--- src/rtl/inequality_cmp_pkg.sv ---
// Shared constants and result type for the inequality comparator.
package inequality_cmp_pkg;

  localparam int unsigned RES_W  = 3;
  localparam int unsigned GT_BIT = 2;
  localparam int unsigned EQ_BIT = 1;
  localparam int unsigned LT_BIT = 0;

  typedef logic [RES_W-1:0] cmp_result_t;

  localparam cmp_result_t CMP_NONE = 3'b000;

endpackage

--- src/rtl/inequality_core.sv ---
// Combinational one-hot magnitude compare of a against b.
// INEQUALITY_CMP_SIGNED_EN selects two's-complement compare; default is unsigned.
module inequality_core
  import inequality_cmp_pkg::*;
#(
  parameter int unsigned WIDTH = 4
) (
  input  logic [WIDTH-1:0] a,
  input  logic [WIDTH-1:0] b,
  output cmp_result_t      res
);

  always_comb begin
    res = CMP_NONE;
`ifdef INEQUALITY_CMP_SIGNED_EN
    res[GT_BIT] = $signed(a) >  $signed(b);
    res[EQ_BIT] = a == b;
    res[LT_BIT] = $signed(a) <  $signed(b);
`else
    res[GT_BIT] = a >  b;
    res[EQ_BIT] = a == b;
    res[LT_BIT] = a <  b;
`endif
  end

endmodule

--- src/rtl/inequality_cmp.sv ---
// Registered comparator: classifies num against a loadable threshold, 1-cycle latency.
// Optional build macro: INEQUALITY_CMP_SIGNED_EN (signed compare inside inequality_core).
module inequality_cmp
  import inequality_cmp_pkg::*;
#(
  parameter int unsigned WIDTH          = 4,
  parameter int unsigned THRESH_DEFAULT = 8
) (
  input  logic             clk,
  input  logic             rst_n,
  input  logic             num_valid,
  input  logic [WIDTH-1:0] num,
  input  logic             thr_load,
  input  logic [WIDTH-1:0] thr_in,
  output logic             out_valid,
  output logic [2:0]       out,
  output logic [WIDTH-1:0] thr
);

  localparam logic [WIDTH-1:0] THR_RST = WIDTH'(THRESH_DEFAULT);

  cmp_result_t      res_c;
  cmp_result_t      out_d, out_q;
  logic             out_valid_d, out_valid_q;
  logic [WIDTH-1:0] thr_d, thr_q;

  // Compare always uses the threshold held before this edge.
  inequality_core #(
    .WIDTH (WIDTH)
  ) u_core (
    .a   (num),
    .b   (thr_q),
    .res (res_c)
  );

  always_comb begin
    out_d       = out_q;
    out_valid_d = 1'b0;
    thr_d       = thr_q;
    if (num_valid) begin
      out_d       = res_c;
      out_valid_d = 1'b1;
    end
    if (thr_load) begin
      thr_d = thr_in;
    end
  end

  always_ff @(posedge clk) begin
    if (!rst_n) begin
      out_q       <= CMP_NONE;
      out_valid_q <= 1'b0;
      thr_q       <= THR_RST;
    end else begin
      out_q       <= out_d;
      out_valid_q <= out_valid_d;
      thr_q       <= thr_d;
    end
  end

  assign out       = out_q;
  assign out_valid = out_valid_q;
  assign thr       = thr_q;

endmodule

--- config.mk ---
export PLATFORM = sky130hd
export DESIGN_NAME = inequality_cmp
export DESIGN_NICKNAME = d
export VERILOG_FILES = /design/src/rtl/inequality_cmp_pkg.sv /design/src/rtl/inequality_core.sv /design/src/rtl/inequality_cmp.sv
export SDC_FILE = /design/constraint.sdc
export NUM_CORES = 1
export LEC_CHECK = 0
export BUFFER_PORTS_ARGS = -buffer_cell sky130_fd_sc_hd__buf_2
export CORE_AREA = 2 2 39 41
export CTS_CLUSTER_SIZE = 25
export DETAILED_ROUTE_END_ITERATION = 10
export DIE_AREA = 0 0 41 43
export GPL_ROUTABILITY_DRIVEN = 0
export SLEW_MARGIN = 0
export SYNTH_ARGS = -nofsm -noshare
export SYNTH_HDL_FRONTEND = slang
export SYNTH_SLANG_ARGS = --single-unit
--- constraint.sdc ---
create_clock -name clk -period 1.1 [get_ports clk]
set_input_delay 0.165 -clock clk [delete_from_list [all_inputs] [get_ports clk]]
set_output_delay 0.165 -clock clk [all_outputs]
set_load 0.005 [all_outputs]
==> results.yml <==
run_status:
  run_status: "finished, final reports clean"
floorplanning:
  core_area_um2: 1380
  floorplan.die_area_um2: 1760
  die_outline_width_um: 41
  initial_core_util_pct: 26.9
  floorplan.rows: 14
  floorplan.io_pins: 20
  die_height_um: 43
routing:
  route.antenna.remaining_nets: 0
  drt_pre_antenna_iters: 3
  avgRoutedWirePerCell_um: 9.17
  vias: 358
  route.detailed.drc: 0
  totalWireLength_um: 743
  drt-initial-drc-count: 2
  route.detailed.vias_per_inst: 4.42
critical_path:
  critical_path_class: "flop to flop"
  reg2reg_from: "thr[3]"
  worstReg2RegEnd: "out[2]"
  reg2reg_slack_ns: 0.01
  critPathArrivalTime_ns: 1.23
  startpoint_of_the_most_critical_setup_path: "thr[3]"
  worst_setup_path_start_kind: "flop"
  worst_setup_path_end_kind: "flop"
  critical_path.max_fanout: 3
  timing.reg2reg.worst_path_depth: 4
  timing.critical_path.to: "out[2]"
  worstPathRequired_ns: 1.24
yosys:
  synthesis.nets: 55
  synthDominantCellAreaShare_pct: 43.1
  postSynthRegisterBits: 8
  netlist_top_cells_area: "sky130_fd_sc_hd__dfxtp_1 (43%), sky130_fd_sc_hd__ha_1 (13%), sky130_fd_sc_hd__mux2i_1 (8.1%), sky130_fd_sc_hd__inv_1 (6.1%), sky130_fd_sc_hd__nor2b_1 (5.1%)"
  ys_types: 16
  synthesis.area_um2: 372
  synth_area_leader_cell: "sky130_fd_sc_hd__dfxtp_1"
  post_synth.cell_area_avg_um2: 9.53
  yosysSeqAreaShare_pct: 43.1
  netlist_instances: 39
  yosysWarningCount: 0
global_route:
  grt_pass1_wl_mm: 1.20
  grt-ovfl-total: 0
  maximum_number_of_pins_on_one_net_before_global_route_repair: 10
  globalRouteTotalUtil_pct: 10.4
  initial_antenna_violation_count: 0
  grt_pass1_vias: 337
sta:
  final.setup_skew_ns: 0.00238
  slew_limit_headroom_pct: 85.8
  drv_slew: 0
  maximum_clock_rate_ghz: 0.917
  max_slew.worst_pin.slew_ns: 0.211
  setup_viol_count_final: 0
  final.period_utilization_pct: 99.1
  setup_slack_ns: 0.00989
  timing.final.crit_period_ns: 1.09
  finalHoldViolCount: 0
  rsz_0062_raised_after_global_routing: "true"
place:
  dpl-instance-area_um2: 537
  dp_cells: 76
  post-dp-hpwl_um: 613
  port-buffer-count: 19
  place_ws_ns: -0.0340
clock_tree:
  cts_hold_buf: 0
  clkTransAtPathRegs_ns: 0.05
  cts.root.buffer_cell: "sky130_fd_sc_hd__clkbuf_4"
  worst_skew_pair.late_latency_ns: 0.25
  tritoncts.num_buffers: 3
  cts_tree: "done"
  ctsHtreeMaxLevel: 1
  clock_path_buffers: 2
  clkSinkCount: 8
flow_run:
  max-cap-violations: 0
power_and_ir_drop:
  power.static_leakage_uw: 0.000303
  design_power_total_uw: 695
  cellPowerDensity_nw_per_um2: 1170
  worst_ir_drop_vdd_v: 0.000566
finish:
  mostFrequentLayoutCells: "sky130_fd_sc_hd__buf_2 (19), sky130_fd_sc_hd__dfxtp_1 (5), sky130_fd_sc_hd__buf_4 (5)"
  n_antenna_cell: 0
  fin_nets: 83
  finalInstanceArea_um2: 594
  drive_above_1_share_pct: 61.5
  filler_free_cell_count_of_the_finished_design: 81
  final_common_cell: "sky130_fd_sc_hd__buf_2"
  flow.area_growth_from_synthesis_pct: 59.9
hold_path:
  hold_class: "input port to flop"
-- area by class of cell --
type	count	area, µm²
Inverter	6	22.5
Tap cell	16	20.0
Timing Repair Buffer	24	133
Fill cell	144	790
Sequential cell	8	164
Clock buffer	3	22.5
Multi-Input combinational cell	24	233
-- cell families after synthesis --
kind of cell | count (synthesis) | synth area share, %
and+or+nand+nor | 9 | 14.1
buffers and inverters | 7 | 7.41
DFF | 8 | 43.1
AOI/OAI and AO/OA | 8 | 13.8
adders and majority gates | 4 | 13.5
muxes | 3 | 8.08
-- cell usage after synthesis, drive strengths merged --
library cell  n
o211ai        1
a21oi         3
nor2b         3
nand3b        1
nand2         3
dfxtp         8
ha            4
buf           1
inv           6
nand4         1
mux2i         3
and3b         1
o21ai         3
a41o          1
-- report_power, final --
part | total (µW) | internal, µW | switching [µW]
logic | 155 | 87.0 | 67.7
registers | 322 | 312 | 10.0
clock network | 219 | 124 | 94.2
-- worst max-delay path: stages (launching register included) --
cell and delay (ns):
sky130_fd_sc_hd__dfxtp_2 0.32, sky130_fd_sc_hd__inv_2 0.04, sky130_fd_sc_hd__ha_4 0.27, sky130_fd_sc_hd__nand4_1 0.09
sky130_fd_sc_hd__a41o_1 0.25
-- what timing repair did --
action,in CTS,in global routing
pin swaps,6,5
endpoints found under the hold margin,0,0
endpoints found under the setup margin,1,2
gates resized for setup,3,3
buffers inserted,1,1
-- layer usage --
layer,vias to the layer above,part of all wire (%),track usage (%)
li1,186,-,-
met1,160,45,12.6
met2,10,47,14.4
met3,2,6.3,1.57
met4,0,1.1,10.0
met5,-,0,0
-- per-stage QoR --
stage / hold slack, ns / setup TNS, ns / util [%]
after floorplan: 0.254 / 0 / -
after global placement: 0.388 / -0.0202 / 38.8
after detailed placement: 0.399 / -0.0340 / 38.8
after CTS: 0.139 / -0.00675 / 41.9
after global routing: 0.153 / -0.0608 / 42.9
final: 0.140 / 0 / 42.9
-- worst min-delay path by stage --
stage / from / to / slack (ns) / cells past startpoint
6_report: thr_in[3] / thr[3] / 0.14 / 3
3_3_place_gp: thr_in[3] / thr[3] / 0.39 / 3
5_1_grt: num_valid / out[1] / 0.15 / 2
3_5_place_dp: thr_in[3] / thr[3] / 0.40 / 3
4_1_cts: thr_in[3] / thr[3] / 0.14 / 3
2_1_floorplan: num_valid / out[1] / 0.25 / 1
-- registers in the layout, summed over array words and instances, names as in the netlist --
register,count
out,3
out_valid,1
thr,4
Note: power is estimated with default switching activity, not from simulation.
